File: config.mk
export PLATFORM = sky130hd
export DESIGN_NAME = score_keeper
export DESIGN_NICKNAME = d
export VERILOG_FILES = /design/src/rtl/score_keeper.sv
export SDC_FILE = /design/constraint.sdc
export NUM_CORES = 1
export LEC_CHECK = 0
export CAP_MARGIN = 20
export CORE_UTILIZATION = 50
export CTS_CLUSTER_DIAMETER = 80
export DETAILED_ROUTE_END_ITERATION = 8
export HOLD_SLACK_MARGIN = 0.05
export PLACE_DENSITY = 0.83
export SLEW_MARGIN = 20
export SYNTH_ARGS = -nofsm -noshare
export SYNTH_HDL_FRONTEND = slang
export SYNTH_SLANG_ARGS = --single-unit
File: constraint.sdc
create_clock -name i_clk -period 1.8 [get_ports i_clk]
set_input_delay 0.18 -clock i_clk [delete_from_list [all_inputs] [get_ports i_clk]]
set_output_delay 0.18 -clock i_clk [all_outputs]
set_load 0.01 [all_outputs]
File: src/rtl/score_keeper.sv
// Pong match controller: per-player scores, serve delays, end-of-game and 7-segment digit masks.
// Optional BLINK_WINNER_EN blinks the winner's digit in GAME_OVER every BLINK_FRAMES frame ticks.
module score_keeper #(
  parameter int WIN_SCORE    = 9,
  parameter int SERVE_FRAMES = 60
`ifdef BLINK_WINNER_EN
  ,
  parameter int BLINK_FRAMES = 30
`endif
) (
  input  logic       i_clk,
  input  logic       i_rst_n,
  input  logic       i_frame_tick,
  input  logic       i_point_left,
  input  logic       i_point_right,
  input  logic       i_restart,
  output logic [6:0] o_digit_left,
  output logic [6:0] o_digit_right,
  output logic       o_serve,
  output logic       o_in_play,
  output logic       o_game_over,
  output logic       o_winner
);

  typedef enum logic [1:0] {
    SERVE_WAIT = 2'd0,
    PLAY       = 2'd1,
    POINT_HOLD = 2'd2,
    GAME_OVER  = 2'd3
  } state_t;

  localparam logic [3:0] WIN_VAL    = 4'(WIN_SCORE);
  localparam logic [7:0] SERVE_LAST = 8'(SERVE_FRAMES - 1);
  localparam logic [6:0] SEG_ZERO   = 7'h77;

  state_t     state_reg;
  logic [7:0] frame_cnt_reg;
  logic [3:0] score_left_reg;
  logic [3:0] score_right_reg;
  logic [6:0] seg_left;
  logic [6:0] seg_right;
  logic [6:0] shown_left;
  logic [6:0] shown_right;

  function automatic logic [6:0] seg7(input logic [3:0] value);
    logic [6:0] mask;
    case (value)
      4'd0:    mask = 7'h77;
      4'd1:    mask = 7'h24;
      4'd2:    mask = 7'h5D;
      4'd3:    mask = 7'h6D;
      4'd4:    mask = 7'h2E;
      4'd5:    mask = 7'h6B;
      4'd6:    mask = 7'h7B;
      4'd7:    mask = 7'h25;
      4'd8:    mask = 7'h7F;
      4'd9:    mask = 7'h6F;
      default: mask = 7'h00;
    endcase
    return mask;
  endfunction

  // Match FSM; restart outranks every other input in every state.
  always_ff @(posedge i_clk or negedge i_rst_n) begin
    if (!i_rst_n) begin
      state_reg       <= SERVE_WAIT;
      frame_cnt_reg   <= 8'd0;
      score_left_reg  <= 4'd0;
      score_right_reg <= 4'd0;
      o_serve         <= 1'b0;
      o_in_play       <= 1'b0;
      o_game_over     <= 1'b0;
      o_winner        <= 1'b0;
    end else begin
      o_serve <= 1'b0;
      if (i_restart) begin
        state_reg       <= SERVE_WAIT;
        frame_cnt_reg   <= 8'd0;
        score_left_reg  <= 4'd0;
        score_right_reg <= 4'd0;
        o_in_play       <= 1'b0;
        o_game_over     <= 1'b0;
        o_winner        <= 1'b0;
      end else begin
        case (state_reg)
          SERVE_WAIT, POINT_HOLD: begin
            if (i_frame_tick) begin
              if (frame_cnt_reg == SERVE_LAST) begin
                frame_cnt_reg <= 8'd0;
                o_serve       <= 1'b1;
                o_in_play     <= 1'b1;
                state_reg     <= PLAY;
              end else begin
                frame_cnt_reg <= frame_cnt_reg + 8'd1;
              end
            end
          end
          PLAY: begin
            // Left wins a same-cycle tie; the right pulse is simply dropped.
            if (i_point_left) begin
              score_left_reg <= score_left_reg + 4'd1;
              o_in_play      <= 1'b0;
              frame_cnt_reg  <= 8'd0;
              if (score_left_reg + 4'd1 == WIN_VAL) begin
                state_reg   <= GAME_OVER;
                o_game_over <= 1'b1;
                o_winner    <= 1'b0;
              end else begin
                state_reg <= POINT_HOLD;
              end
            end else if (i_point_right) begin
              score_right_reg <= score_right_reg + 4'd1;
              o_in_play       <= 1'b0;
              frame_cnt_reg   <= 8'd0;
              if (score_right_reg + 4'd1 == WIN_VAL) begin
                state_reg   <= GAME_OVER;
                o_game_over <= 1'b1;
                o_winner    <= 1'b1;
              end else begin
                state_reg <= POINT_HOLD;
              end
            end
          end
          GAME_OVER: begin
            state_reg <= GAME_OVER;
          end
        endcase
      end
    end
  end

  always_comb begin
    seg_left  = seg7(score_left_reg);
    seg_right = seg7(score_right_reg);
  end

`ifdef BLINK_WINNER_EN
  localparam logic [7:0] BLINK_LAST = 8'(BLINK_FRAMES - 1);

  logic [7:0] blink_cnt_reg;
  logic       blink_on_reg;
  logic       blink_hide;

  // Phase restarts visible on every GAME_OVER entry because it idles cleared elsewhere.
  always_ff @(posedge i_clk or negedge i_rst_n) begin
    if (!i_rst_n) begin
      blink_cnt_reg <= 8'd0;
      blink_on_reg  <= 1'b1;
    end else if (i_restart || state_reg != GAME_OVER) begin
      blink_cnt_reg <= 8'd0;
      blink_on_reg  <= 1'b1;
    end else if (i_frame_tick) begin
      if (blink_cnt_reg == BLINK_LAST) begin
        blink_cnt_reg <= 8'd0;
        blink_on_reg  <= ~blink_on_reg;
      end else begin
        blink_cnt_reg <= blink_cnt_reg + 8'd1;
      end
    end
  end

  always_comb begin
    blink_hide  = (state_reg == GAME_OVER) && !blink_on_reg;
    shown_left  = (blink_hide && !o_winner) ? 7'h00 : seg_left;
    shown_right = (blink_hide &&  o_winner) ? 7'h00 : seg_right;
  end
`else
  always_comb begin
    shown_left  = seg_left;
    shown_right = seg_right;
  end
`endif

  // Digits trail the score registers by one cycle; restart blanks them to "0" straight away.
  always_ff @(posedge i_clk or negedge i_rst_n) begin
    if (!i_rst_n) begin
      o_digit_left  <= SEG_ZERO;
      o_digit_right <= SEG_ZERO;
    end else if (i_restart) begin
      o_digit_left  <= SEG_ZERO;
      o_digit_right <= SEG_ZERO;
    end else begin
      o_digit_left  <= shown_left;
      o_digit_right <= shown_right;
    end
  end

endmodule

==> After elaboration in Yosys (flattened, before gate mapping) <==
Memory sizes are Yosys's and may differ from the RTL's.
Index checks and enable logic that the tools add are counted.
{ "word_totals": {"register_bits": 36, "mem_bits_ro": 224, "input_bits": 6, "output_inout_bits": 18, "wordCells": 83, "memories": 2} }
{ "classes": {"n_addsub": 3, "n_eq_ne": 11, "muxes": 43, "n_reduce_logical": 14} }
{ "mem_list": {"columns": ["name", "words", "word_bits", "rd", "rd_clocked_by_memory_dff", "wr", "line_no", "rtl"], "rows": [
  ["(name not given)", 16, 7, 1, 0, 0, "47", "case (value)"],
  ["(name not given)", 16, 7, 1, 0, 0, "47", null]
]} }
{ "ops": {"columns": ["cell", "count"], "rows": [
  ["2-to-1 mux 8 bit", 5],
  ["2-to-1 mux 4 bit", 7],
  ["2-to-1 mux 1 bit", 21],
  ["one-hot mux 8 bit (2 select lines)", 1],
  ["2-to-1 mux 7 bit", 2],
  ["2-to-1 mux 2 bit", 5],
  ["AND reduction 3 bit", 3],
  ["nonzero test 3 bit", 3],
  ["adder 4 x 1 -> 4 bit, second input constant", 2],
  ["adder 8 x 1 -> 8 bit, second input constant", 1],
  ["== test 4 bit, second input constant", 2],
  ["== test 8 x 6 -> 1 bit, second input constant", 1],
  ["AND reduction 4 bit", 2],
  ["!= test 3 bit, second input constant", 2],
  ["one-hot mux 2 bit (3 select lines)", 1],
  ["nonzero test 2 bit", 3],
  ["== test 2 bit, second input constant", 2],
  ["!= test 4 bit, second input constant", 1],
  ["!= test 3 x 1 -> 1 bit, second input constant", 1],
  ["== test 2 x 1 -> 1 bit, second input constant", 1],
  ["logical NOT 2 bit", 1],
  ["!= test 2 x 1 -> 1 bit, second input constant", 1],
  ["one-hot mux 1 bit (2 select lines)", 1],
  ["AND reduction 2 bit", 1],
  ["OR reduction 2 bit", 1]
]} }

==> Longest topological paths before layout <==
{ "logic_depth": {"depth_word": 7, "ltp_mapped": 7, "depth_no_buf": 6} }

==> Worst setup path before layout <==
No wires, ideal clock.
{ "synth_timing": {"kind": "reg2reg", "startpoint": "register frame_cnt_reg[0]", "endpoint": "register frame_cnt_reg[3]", "setup_time_ns": 0.065, "arrival_ns": 1.664, "t_required_ns": 1.735, "setup_slack_ns": 0.071, "stages_incl_launch_ff": 8, "synth_period_minus_slack_ns": 1.729, "cell_sequence": "dfrtp_1 > ha_1 > nand4b_1 > o311ai_2 > or2_1 > clkbuf_2 > or3b_1 > nand2_1"} }
{ "synth_between": {"elab_chain_len": 5, "elab_cells_between_ends": 6} }
{ "synth_lines": {"columns": ["element", "line_no", "rtl"], "rows": [
  ["start, declared", "37", "logic [7:0] frame_cnt_reg;"],
  ["start signal, assigned", "94", "frame_cnt_reg <= frame_cnt_reg + 8'd1;"],
  ["adder 8 x 1 -> 8 bit / == test 8 x 6 -> 1 bit (equally long branches)", "94, 88", null],
  ["2-to-1 mux 8 bit (*)", "88", "if (frame_cnt_reg == SERVE_LAST) begin"],
  ["2-to-1 mux 8 bit (*)", "87", "if (i_frame_tick) begin"],
  ["one-hot mux 8 bit (2 select lines) (*)", "85", "case (state_reg)"],
  ["2-to-1 mux 8 bit (*)", "76", "if (i_restart) begin"]
]} }
Every way passes the cells marked *; elsewhere a longest branch is shown, timed or not. The select of a mux whose other input is x is not followed.
A chain may end at the register's enable or synchronous reset.

==> Worst setup path in the final report <==
{ "layout_timing": {"startpoint": "register score_left_reg[1]", "endpoint": "register o_winner"} }
{ "layout_between": {"elab_chain_len": 4} }
{ "layout_lines": {"columns": ["element", "line_no", "rtl"], "rows": [
  ["start, declared", "38", "logic [3:0] score_left_reg;"],
  ["start signal, assigned", "101", "score_left_reg <= score_left_reg + 4'd1;"],
  ["adder 4 x 1 -> 4 bit", "104", "if (score_left_reg + 4'd1 == WIN_VAL) begin"],
  ["== test 4 bit", "104", null],
  ["!= test 3 x 1 -> 1 bit (no line)", null, null],
  ["AND reduction 4 bit (no line)", null, null],
  ["end signal, assigned", "83", "o_winner <= 1'b0;"],
  ["end signal, assigned", "107", "o_winner <= 1'b0;"],
  ["end signal, assigned", "118", "o_winner <= 1'b1;"],
  ["end, declared", "22", "output logic o_winner"]
]} }
No other way between the ends.

==> metrics.cfg <==
[status]
outcome = completed

[critical_path]
cp_common_cell = buf_4
crit_fanout = 8
crit_chain = buf_4, a21boi_0, a21oi_1, o32ai_2, buf_4, o211a_1, nor3_1
crit_arrival_ps = 1920
cp_slowest_cell = dfrtp_1
cp-start-kind = flip-flop
regToRegStartpoint = score_left_reg[1]$_DFFE_PN0P_
critPathCaptureType = flip-flop
critPathBufInv = 2
worst-setup-path-type = flip-flop to flip-flop
r2r_cells = 7
worstPathRequired_ps = 1980
cp_top_family = compound AO/OA/AOI/OAI gates
r2r_end = o_winner$_DFFE_PN0P_
ff2ff_setup_slack_ps = 60
crit_path_max_incr_delay_ps = 430

[placement]
gp_congestion = 0.876
dp.cells = 294
portBuffers = 23
hpwl_mm = 2.89

[logic_synthesis]
synthCells = 217
synth_top_area_cell = dfrtp_1
yosysTopAreaCellShare_pct = 30.6
ys.flop_type = dfrtp_1
yosysMostFrequentCell = nand2_1
synthesis.nets = 236
synth_edf_count = 0
async_flop_share_pct = 100
synth-warning-count = 0
ys_top_cells_by_area = dfrtp_1 (31%), dfstp_2 (16%), ha_1 (8.3%)
synthTopCellsByCount = nand2_1 (26), dfrtp_1 (24), nor2_1 (23), o21ai_0 (23), a21oi_1 (17)
ys_ff_latch = 36
ys_types = 41
synth_area_mm2 = 0.00196
synth_seq_area_share_pct = 46.6
syn_avg_cell_area_um2 = 9.05

[floorplanning]
start_util_pct = 52.9
core_mm2 = 0.00372
dieArea_mm2 = 0.00418
ioPinCount = 24
die_h_um = 64.7
fp-row-count = 22
die_w_um = 64.7

[hold_path]
hp-class = input pin to asynchronous set/reset pin

[clock_network]
cts_buffer_depth = 2
cts_tree = done
cts_made_buffers = 5
hold_buffers = 0
cts_root_buffer = clkbuf_8
clkTransAtPathRegs_ps = 70
cts_htree_levels = 2
clk-insertion-delay-late_ps = 290
cts_sinks = 36

[timing]
post-route-min-period_ps = 1740
slew_violations = 0
finalSetupViolCount = 0
fin_crit_sh_pct = 96.8
finalHoldViolCount = 0
slew_headroom_pct = 71.4
finClkSkew_ps = 9.23
worstMarginPinSlew_ps = 429
clock.fmax_mhz = 574

[finish]
fin_nets = 273
final_core_util_pct = 65.7
largest_reg_flops = 8
drive_gt1_share_pct = 16.9
syn_to_final_growth_pct = 24.2
fillers = 305
diodes = 0
stdcell_count = 303

[route]
vias_per_cell = 5.37
drt_pre_antenna_iters = 4
drc = 0
wl_per_cell_um = 13.2
wl_mm = 4.00
postRouteAntennaNets = 0
first_iter_violations = 124
num_vias = 1626

[global_route]
antenna_found_initial = 0
grt_use_total_pct = 21.9
grt_pass1_vias = 1565
grt_pass1_wl_mm = 6.96
grt_start_max_net_pins = 37
grt_overflow_total = 0

[power_and_ir_drop]
p_sw_share_pct = 22.8
internal_power_w = 0.00113
power_density_mw_per_mm2 = 600
seqPwrFrac_pct = 56.6
combPwrFrac_pct = 6.4
leakage_nw = 1.06
power.share.clock_pct = 37.0
p_sw_w = 0.000334
ir_drop_mv = 0.542

[flow_run]
cap_violations = 0

[area by class of cell]
| class | instances | area, um2 | share of cell area, % |
|---|---|---|---|
| repair buffers | 40 | 358 | 14.7 |
| clock inverters | 1 | 5.00 | 0.205 |
| well taps | 48 | 60.1 | 2.46 |
| flip-flops and latches | 36 | 920 | 37.7 |
| multi-input cells | 158 | 972 | 39.8 |
| inverters | 13 | 48.8 | 2.00 |
| clock buffers | 7 | 76.3 | 3.13 |
[cell families after synthesis]
family,count (synthesis),synth area share [%]
simple gates,83,19.9
compound gates,54,16.6
flops,36,46.6
buf+inv,23,4.90
fa+ha+maj,13,8.28
xor+xnor,5,2.23
mux,3,1.53
[metrics by stage]
step	TNS, ps	power (W)	hold WS (ps)	area (um2)	setup slack [ps]
after global routing	-88.6	0.00153	367	2440	-49.3
final	0	0.00146	310	2440	56.7
after global placement	-9.37	0.000932	482	2330	-9.37
after detailed placement	-111	0.000936	510	2330	-53.8
after CTS	0	0.00148	324	2420	76.1
after floorplan	0	0.000879	-116	1960	71.0
[what timing repair did]
action | 4_1_cts | 5_1_grt
hold endpoints to repair | 0 | 0
pin swaps | 0 | 3
gates resized for setup | 1 | 5
gates cloned | 0 | 0
endpoints found under the setup margin | 2 | 2
buffers inserted | 0 | 1
[worst max-delay path by stage]
stage | startpoint | endpoint | slack (ps) | depth (start not counted)
after global routing | score_left_reg[1]$_DFFE_PN0P_ | state_reg[0]$_DFFE_PN0P_ | -50 | 6
after CTS | score_left_reg[0]$_DFFE_PN0P_ | state_reg[0]$_DFFE_PN0P_ | 80 | 6
after detailed placement | i_point_left | frame_cnt_reg[3]$_DFFE_PN0P_ | -50 | 6
after global placement | i_point_left | frame_cnt_reg[3]$_DFFE_PN0P_ | -9 | 6
after floorplan | frame_cnt_reg[0]$_DFFE_PN0P_ | frame_cnt_reg[3]$_DFFE_PN0P_ | 70 | 7
final | score_left_reg[1]$_DFFE_PN0P_ | o_winner$_DFFE_PN0P_ | 60 | 7
[power by group through the flow]
| stage | sequential [W] | clock [W] | combinational, W |
|---|---|---|---|
| after detailed placement | 0.000841 | 0 | 0.0000951 |
| after CTS | 0.000827 | 0.000558 | 0.0000954 |
| after floorplan | 0.000838 | 0 | 0.0000410 |
| final | 0.000828 | 0.000542 | 0.0000938 |
| after global routing | 0.000828 | 0.000592 | 0.000108 |
| after global placement | 0.000840 | 0 | 0.0000919 |
[metal layers]
layer | global-route usage, % | wire [um] | vias up
li1 | - | - | 808
met1 | 26.9 | 1800 | 768
met2 | 36.2 | 1950 | 41
met3 | 5.63 | 163 | 9
met4 | 9.17 | 91 | 0
met5 | 0 | 0 | -
[cell usage in the layout, fill, tap and decap left out, drive strengths merged]
cell	n
a211oi	1
a21boi	2
a21oi	17
a221oi	2
a31oi	1
and2b	1
and3	3
and3b	1
buf	17
clkbuf	7
clkdlybuf4s50	23
clkinv	1
dfrtp	24
dfstp	12
ha	13
inv	13
mux2i	3
nand2	26
nand2b	5
nand3	6
nand4	1
nand4b	1
nor2	23
nor2b	4
nor3	7
o2111ai	1
o211a	1
o21ai	23
o22ai	1
o311ai	1
o31ai	3
o32ai	1
or2	2
or2b	1
or3	1
or3b	1
xnor2	3
xor2	2
[worst register-to-register path: stages, from the launching register on]
cell and delay (ps):
dfrtp_1 430, buf_4 190, a21boi_0 210, a21oi_1 120, o32ai_2 330, buf_4 180, o211a_1 140, nor3_1 50
Note: power is estimated with default switching activity, not from simulation.
